[src/rtl/main_scu_bac_int_dispatch.sv]
// -----------------------------------------------------------------------------
// main_scu_bac_int_dispatch
//
// Round-robin interrupt dispatcher between the SCU common interrupt handle and
// a single interrupt-consuming master. One pending enabled source is picked,
// its ID is offered on a claim/complete handshake, and on completion a
// one-cycle software-clear pulse is sent back to the handle for that source.
// Only one source is ever in service.
//
// Ports:
//   clk_i          clock
//   reset_i        asynchronous active-high reset
//   int_status_i   enabled interrupt status from the handle (one bit per source)
//   arb_en_i       allows a new selection; service already started continues
//   irq_o          registered request to the master (high while offered)
//   irq_id_o       ID of the selected source (0 when idle or clearing)
//   claim_i        master accepts the offered request (pulse)
//   complete_i     master finished service (pulse)
//   complete_id_i  ID being completed
//   sw_clr_o       one-hot, one-cycle clear pulse to the handle
//   busy_o         high whenever not idle
//   id_err_o       sticky: completion with a wrong ID was seen
//   timeout_o      sticky: service was force-completed by the watchdog
//   err_clr_i      clears id_err_o and timeout_o (a same-cycle set wins)
//
// Optional feature (macro MAIN_SCU_BAC_INT_DISPATCH_TIMEOUT_EN):
//   defined   - a watchdog counts cycles in service; after P_TIMEOUT cycles
//               without a matching completion the source is force-cleared
//               and timeout_o is set.
//   undefined - no watchdog; service waits indefinitely, timeout_o is 0.
// -----------------------------------------------------------------------------
module main_scu_bac_int_dispatch #(
  parameter int unsigned P_SRC_NUM = 32,
  parameter int unsigned P_ID_W    = $clog2(P_SRC_NUM),
  parameter int unsigned P_TIMEOUT = 1024
) (
  input  logic                 clk_i,
  input  logic                 reset_i,
  input  logic [P_SRC_NUM-1:0] int_status_i,
  input  logic                 arb_en_i,
  output logic                 irq_o,
  output logic [P_ID_W-1:0]    irq_id_o,
  input  logic                 claim_i,
  input  logic                 complete_i,
  input  logic [P_ID_W-1:0]    complete_id_i,
  output logic [P_SRC_NUM-1:0] sw_clr_o,
  output logic                 busy_o,
  output logic                 id_err_o,
  output logic                 timeout_o,
  input  logic                 err_clr_i
);

  if (P_SRC_NUM < 2 || P_TIMEOUT < 1) begin : g_param_chk
    $error("main_scu_bac_int_dispatch: P_SRC_NUM must be >= 2 and P_TIMEOUT >= 1");
  end

  localparam logic [1:0] S_IDLE   = 2'd0;
  localparam logic [1:0] S_PEND   = 2'd1;
  localparam logic [1:0] S_ACTIVE = 2'd2;
  localparam logic [1:0] S_CLR    = 2'd3;

  localparam logic [P_SRC_NUM-1:0] ONE_HOT0 = {{(P_SRC_NUM-1){1'b0}}, 1'b1};
  localparam logic [P_ID_W-1:0]    LAST_ID  = P_ID_W'(P_SRC_NUM - 1);

  logic [1:0]           state_q,   state_d;
  logic [P_ID_W-1:0]    id_q,      id_d;
  logic [P_ID_W-1:0]    rr_ptr_q,  rr_ptr_d;
  logic [P_ID_W-1:0]    irq_id_q,  irq_id_d;
  logic                 irq_q,     irq_d;
  logic                 busy_q,    busy_d;
  logic                 id_err_q,  id_err_d;
  logic [P_SRC_NUM-1:0] sw_clr_q,  sw_clr_d;
  logic                 id_err_set;

`ifdef MAIN_SCU_BAC_INT_DISPATCH_TIMEOUT_EN
  localparam int unsigned CNT_W = $clog2(P_TIMEOUT + 1);
  localparam logic [CNT_W-1:0] CNT_LAST = CNT_W'(P_TIMEOUT - 1);

  logic [CNT_W-1:0] cnt_q, cnt_d;
  logic             timeout_q, timeout_d;
  logic             to_set;
`endif

  // Round-robin winner: lowest set bit at or above rr_ptr; if none, lowest
  // set bit overall, which is the wrap from P_SRC_NUM-1 back to 0.
  logic [P_SRC_NUM-1:0] upper_mask;
  logic [P_SRC_NUM-1:0] upper_req;
  logic [P_SRC_NUM-1:0] pick_vec;
  logic [P_ID_W-1:0]    win_id;
  logic                 any_req;

  always_comb begin
    upper_mask = {P_SRC_NUM{1'b1}} << rr_ptr_q;
    upper_req  = int_status_i & upper_mask;
    pick_vec   = (upper_req != '0) ? upper_req : int_status_i;
    any_req    = |int_status_i;
    win_id     = '0;
    for (int unsigned k = P_SRC_NUM; k > 0; k--) begin
      if (pick_vec[k-1]) begin
        win_id = P_ID_W'(k - 1);
      end
    end
  end

  always_comb begin
    state_d    = state_q;
    id_d       = id_q;
    rr_ptr_d   = rr_ptr_q;
    irq_id_d   = irq_id_q;
    irq_d      = 1'b0;
    sw_clr_d   = '0;
    id_err_set = 1'b0;
`ifdef MAIN_SCU_BAC_INT_DISPATCH_TIMEOUT_EN
    cnt_d      = cnt_q;
    to_set     = 1'b0;
`endif

    case (state_q)
      S_IDLE: begin
        irq_id_d = '0;
        if (arb_en_i && any_req) begin
          state_d  = S_PEND;
          id_d     = win_id;
          irq_d    = 1'b1;
          irq_id_d = win_id;
        end
      end

      S_PEND: begin
        // A claim beats a withdrawal seen in the same cycle.
        if (claim_i) begin
          state_d = S_ACTIVE;
`ifdef MAIN_SCU_BAC_INT_DISPATCH_TIMEOUT_EN
          cnt_d   = '0;
`endif
        end else if (!int_status_i[id_q]) begin
          state_d  = S_IDLE;
          irq_id_d = '0;
        end else begin
          irq_d = 1'b1;
        end
      end

      S_ACTIVE: begin
        if (complete_i && (complete_id_i == id_q)) begin
          state_d  = S_CLR;
          irq_id_d = '0;
          sw_clr_d = ONE_HOT0 << id_q;
        end else begin
          id_err_set = complete_i;
`ifdef MAIN_SCU_BAC_INT_DISPATCH_TIMEOUT_EN
          if (cnt_q == CNT_LAST) begin
            state_d  = S_CLR;
            irq_id_d = '0;
            sw_clr_d = ONE_HOT0 << id_q;
            to_set   = 1'b1;
          end else begin
            cnt_d = cnt_q + 1'b1;
          end
`endif
        end
      end

      S_CLR: begin
        state_d  = S_IDLE;
        irq_id_d = '0;
        rr_ptr_d = (id_q == LAST_ID) ? '0 : id_q + 1'b1;
      end

      default: begin
        state_d  = S_IDLE;
        irq_id_d = '0;
      end
    endcase

    busy_d   = (state_d != S_IDLE);
    id_err_d = id_err_set | (id_err_q & ~err_clr_i);
`ifdef MAIN_SCU_BAC_INT_DISPATCH_TIMEOUT_EN
    timeout_d = to_set | (timeout_q & ~err_clr_i);
`endif
  end

  always_ff @(posedge clk_i or posedge reset_i) begin
    if (reset_i) begin
      state_q  <= S_IDLE;
      id_q     <= '0;
      rr_ptr_q <= '0;
      irq_id_q <= '0;
      irq_q    <= 1'b0;
      busy_q   <= 1'b0;
      id_err_q <= 1'b0;
      sw_clr_q <= '0;
    end else begin
      state_q  <= state_d;
      id_q     <= id_d;
      rr_ptr_q <= rr_ptr_d;
      irq_id_q <= irq_id_d;
      irq_q    <= irq_d;
      busy_q   <= busy_d;
      id_err_q <= id_err_d;
      sw_clr_q <= sw_clr_d;
    end
  end

`ifdef MAIN_SCU_BAC_INT_DISPATCH_TIMEOUT_EN
  always_ff @(posedge clk_i or posedge reset_i) begin
    if (reset_i) begin
      cnt_q     <= '0;
      timeout_q <= 1'b0;
    end else begin
      cnt_q     <= cnt_d;
      timeout_q <= timeout_d;
    end
  end

  assign timeout_o = timeout_q;
`else
  assign timeout_o = 1'b0;
`endif

  assign irq_o    = irq_q;
  assign irq_id_o = irq_id_q;
  assign sw_clr_o = sw_clr_q;
  assign busy_o   = busy_q;
  assign id_err_o = id_err_q;

endmodule

[config.mk]
export PLATFORM = sky130hd
export DESIGN_NAME = main_scu_bac_int_dispatch
export DESIGN_NICKNAME = d
export VERILOG_FILES = /design/src/rtl/main_scu_bac_int_dispatch.sv
export SDC_FILE = /design/constraint.sdc
export NUM_CORES = 1
export LEC_CHECK = 0
export ABC_AREA = 1
export CAP_MARGIN = 5
export CORE_ASPECT_RATIO = 1.5
export CORE_MARGIN = 2
export CORE_UTILIZATION = 65
export CTS_CLUSTER_DIAMETER = 80
export DETAILED_ROUTE_END_ITERATION = 12
export DONT_BUFFER_PORTS = 1
export HOLD_SLACK_MARGIN = 0.05
export PLACE_DENSITY = 0.81
export SYNTH_ARGS = -nofsm -noshare
export SYNTH_HDL_FRONTEND = slang
export SYNTH_SLANG_ARGS = --single-unit
export TNS_END_PERCENT = 1
[constraint.sdc]
create_clock -name clk_i -period 8.97 [get_ports clk_i]
set_input_delay 1.3455 -clock clk_i [delete_from_list [all_inputs] [get_ports clk_i]]
set_output_delay 1.3455 -clock clk_i [all_outputs]
set_load 0.01 [all_outputs]
Word-level counts from Yosys, hierarchy flattened
Index checks and enable logic that the tools add are counted. Widths: inputs -> output; s select.

Register bits: 52. Input port bits: 43. Logic and storage cells: 86.

Add/sub/neg operators: 1. Order comparisons: 1. Equal/unequal tests: 8. Shift-type cells: 2. Mux-type cells: 54. Bitwise gates (word level): 4. Reduce and logical (&&, ||, !) cells: 8.

Operators with widths (count): $mux 5 (37); $mux 32 (3); $and 32x32->32 (1); $reduce_bool 32->1 (1); $reduce_or 32->1 (1); $shl 1x5->32 const A (1); $shl 32x5->32 const A (1); $pmux 5 s4 (1); $mux 2 (4); $pmux 2 s4 (1); $lt 5x6->1 const B (1); $mux 1 (6); $ne 2x2->1 const B (3); $add 5x1->5 const B (1); $bmux 1 s5 (1); $eq 5x5->1 (1); $eq 5x5->1 const B (1); $eq 2x2->1 const B (2); $reduce_and 3->1 (1); $eq 2x1->1 const B (1); $logic_and 1x1->1 (2); $logic_not 2->1 (1); $pmux 1 s2 (1); $reduce_and 2->1 (1); 4 further kinds (4).

Logic depth before layout (Yosys ltp)
Word-level depth: 38. Gate-level depth with buffers: 43. Depth with buffers taken out: 42.

Worst setup path after synthesis
Ideal clock, no wire load.

Path type: input to register. Start: input int_status_i[4]. End: register id_q[3]. Arrival time: 3.439 ns. Data required time: 8.841 ns. Path slack: 5.401 ns. Stages: 21. Cells stage by stage: inv_1 > nor3_1 > nand2_1 > nand2_1 > nor2_1 > nand2_1 > nor2_1 > nand2_2 > clkbuf_2 > o21ai_0 > nor4_1 > nand2_1 > o31a_1 > nand2_1 > inv_1 > nand3_1 > nor2_1 > nand2_1 > nor2_1 > nand2_1 > o21ai_0.

Cells in the longest elaborated chain, start to end: 35. Elaborated cells between the ends (all ways): 38.

Ends and longest elaborated chain: from (decl) (line 39) `input logic [P_SRC_NUM-1:0] int_status_i,`; $and 32x32->32 (line 94) `upper_req = int_status_i & upper_mask;`; $reduce_bool 32->1 (line 95) `pick_vec = (upper_req != '0) ? upper_req : int_status_i;`; $mux 32 (line 95); $mux 5 (32 in a row) (line 99) `if (pick_vec[k-1]) begin`; to (signal assigned) (line 195) `id_q <= id_d;`; to (decl) (line 66) `logic [P_ID_W-1:0] id_q, id_d;`.

Several ways; a longest one is shown, not always the timed one. A chain may end at the register's enable or synchronous reset.

Final worst setup path
Start: input int_status_i[13]. End: register id_q[0].

Same word-level chain as after synthesis.

==> summary.md <==
| Metric | Value |
|---|---|
| Status | complete, no violations |
| Initial antenna violation count | 0 |
| Synth Cell Area | around 0.0034 sq mm |
| CP arrival | ~4.3 ns |
| Via count | ~3400 |
| Largest net degree at the start of global routing | 53 |
| Clock Latency Late Sink | about 0.30 ns |
| ANT cells | 0 |
| Gpl congestion | between 1 and 1.5 |
| Number of fill cells | around 460 |
| CP bufs+invs | 2 |
| DRT Pass-1 Iters | 6 |
| Port Buffers | 0 |
| Tmin final | approximately 4.1 ns |
| Layout Cell Area excl Fill | around 0.0035 sq mm |
| Initial DRC count | between 200 and 300 |
| First-pass GRT wire length | between 15 and 20 mm |
| Synth Register Bits | 52 |
| CTS buffer count | 5 |
| HP Class | reg2reg |
| Drt via density | 5.92 |
| Lkg Pwr | 1.79 nW |
| Syn_area_per_cell | approximately 6.6 sq um |
| Hold Violations, Final | 0 |
| Max-slew headroom | a little under a third |
| Row count | 32 |
| Congestion Overflow GR | 0 |
| Max_cap viols | 0 |
| Die Area | slightly below 0.006 sq mm |
| Most used cell, CP | nand2_1 |
| WL/cell | 16.6 um |
| Vias in the first global route | 3301 |
| Post-CTS Hold Buffers | 0 |
| Area after DPL | 0.00340 sq mm |
| Post-synth cell types | 33 |
| Total GRT Usage | ~35% |
| Max Clock Skew | around 0.0077 ns |
| CTS tree | built |
| Share of post-route cells with drive strength above 1 | under 10% |
| Core Area | a little over 0.005 sq mm |
| Starting Density | 66.7% |
| Highest Clock Rate | ~240 MHz |
| Synth Instances | between 500 and 600 |
| Startpoint Class | primary input |
| Reg area | roughly 0.0013 sq mm |
| Max Fanout on Critical Path | 27 |
| Post-CTS Setup Inserts | 0 |
| Width of the die | around 63 um |
| PostCTS Resize Cnt | 0 |
| IO Pins | between 80 and 90 |
| Residual DRC | 0 |
| Multi-input gate area | 0.00170 sq mm |
| Period utilization | a little under half |
| Slowest-stage cell, CP | nand2_2 |
| Peak supply drop | 0.000101 V |
| H-tree depth | 2 |
| Crit path largest cell delay | approximately 0.34 ns |
| Nets | approximately 550 |
| Crit path capture type | flip-flop |
| Setup TNS | 0 ns |
| Bufs on Longest Clock Path | 2 |
| Sink Count | 52 |
| Req. time, crit path | ~9.2 ns |
| Crit-path leading delay family | simple AND/OR/NAND/NOR gates |
| Vert. Die Dim | a little over 90 um |
| Hpwl dp | approximately 7.4 mm |
| Sequential fraction of the synthesis area | approximately two fifths |
| Net Count, Synth | 563 |
| YS warnings | 0 |
| # setup viols final | 0 |
| Max-slew violation count | 0 |
| Root buf cell | clkbuf_8 |
| DRT antenna net count | 0 |
| Unrepaired setup endpoints after global routing | no |
| Min Hold Slack | roughly 0.56 ns |
| WL final | 9.54 mm |
| Setup Crit Path Kind | in2reg |
| Area grow syn2layout | 2.95% |
| Pwr dens | 257 mW/mm^2 |
| Slew @ Worst Pin | slightly above 1 ns |
| Clk slew on worst S/H paths | approximately 0.09 ns |
worst register-to-register path, delay by kind of cell (launching register included):
kind                   cells  cell delay [ns]
and+or+nand+nor           35             2.53
DFF                        1             0.70
buffers and inverters      2             0.47
AOI/OAI and AO/OA          2             0.21
metrics by stage:
step                power (W)  setup slack, ns  instances  utilization (%)
global placement     0.000744             4.59        565             66.9
global route         0.000965             4.29        573             68.6
detailed placement   0.000755             4.56        565             66.9
CTS                  0.000886             4.87        573             68.6
finish               0.000895             4.84        573             68.6
floorplan            0.000641             5.40        513                -
synth_stat cells, drive strengths merged:
library cell  count  area share, %
a2111oi           1           0.26
a21oi            15            2.2
a221oi            1           0.26
a311oi            2           0.52
and2              1           0.18
buf               6            1.0
clkbuf           10            1.1
clkinv            4           0.44
conb              1           0.11
dfrtp            52             38
ha                7            2.6
inv              80            8.9
nand2           132             15
nand3            29            4.3
nand3b            1           0.22
nand4             7            1.3
nor2             58            6.5
nor3             23            3.4
nor4              5           0.92
o211ai            3           0.66
o21ai            60            9.0
o22ai             7            1.3
o311ai            1           0.26
o31a              1           0.26
or2               4           0.74
xor2              2           0.52
cell type report:
cell class	count	share of cell area (%)
clock inverter	2	0.466
multi-input combinational	361	48.7
sequential	52	37.3
clock buffer	6	2.08
tap	68	2.44
inverter	84	9.04
power breakdown:
group,internal (W),total (W),switching [W]
combinational,0.000125,0.000404,0.000279
sequential,0.000267,0.000359,0.0000918
clock,0.0000556,0.000132,0.0000765
total,0.000448,0.000895,0.000447
routing by layer:
metal,track usage [%],vias up,share of wire [%]
met5,0,-,0
met2,62.3,168,53
met1,39.0,1561,36
li1,-,1632,-
met3,4.50,30,6.9
met4,18.5,0,3.6
layout by cell type (no fill, tap or decap):
| master | count |
|---|---|
| clkinv_1 | 4 |
| a311oi_1 | 2 |
| clkinvlp_4 | 1 |
| clkbuf_8 | 5 |
| nand3b_1 | 1 |
| o311ai_0 | 1 |
| inv_1 | 77 |
| xor2_1 | 2 |
| clkinv_4 | 1 |
| a2111oi_0 | 1 |
| o31a_1 | 1 |
| dfrtp_1 | 52 |
| nor3_1 | 23 |
| nor2_1 | 57 |
| o21ai_0 | 55 |
| nand2_1 | 131 |
| nor4_1 | 5 |
| o22ai_1 | 7 |
| or2_2 | 4 |
| clkbuf_1 | 1 |
| inv_2 | 3 |
| nand2_2 | 1 |
| ha_1 | 7 |
| nor2_2 | 1 |
| o21ai_1 | 4 |
| o21ai_2 | 1 |
| nand4_1 | 7 |
| nand3_1 | 29 |
| o211ai_1 | 3 |
| a21oi_1 | 15 |
| and2_1 | 1 |
| a221oi_1 | 1 |
| conb_1 | 1 |
registers in the layout (all words and copies together) (netlist names):
register / flops
sw_clr_o: 32
id_q: 5
irq_id_o: 5
rr_ptr_q: 5
state_q: 2
busy_o: 1
id_err_o: 1
irq_o: 1
worst paths after layout:
path / cells after the start / startpoint / endpoint / slack (ns)
hold / removal: 2 / irq_id_o[1] / irq_id_o[1] / 0.56
setup / recovery: 40 / int_status_i[13] / id_q[0] / 4.84
max in group asynchronous: 1 / reset_i / sw_clr_o[19] / 7.19
min in group asynchronous: 1 / reset_i / sw_clr_o[18] / 1.15
hold reg to reg: 2 / irq_id_o[1] / irq_id_o[1] / 0.56
setup reg to reg: 39 / rr_ptr_q[4] / id_q[0] / 4.99
kinds of logic (layout without fill, tap and decap cells):
group	Yosys count	count (layout)	synth area share [%]
AO/OA/AOI/OAI	91	91	14.7
XOR/XNOR	2	2	0.517
adder cells (fa/ha/maj)	7	7	2.58
buffers and inverters	100	92	11.5
flip-flops	52	52	38.4
other	1	1	0.111
AND/OR/NAND/NOR	260	260	32.2
(Power assumes the default switching activity.)
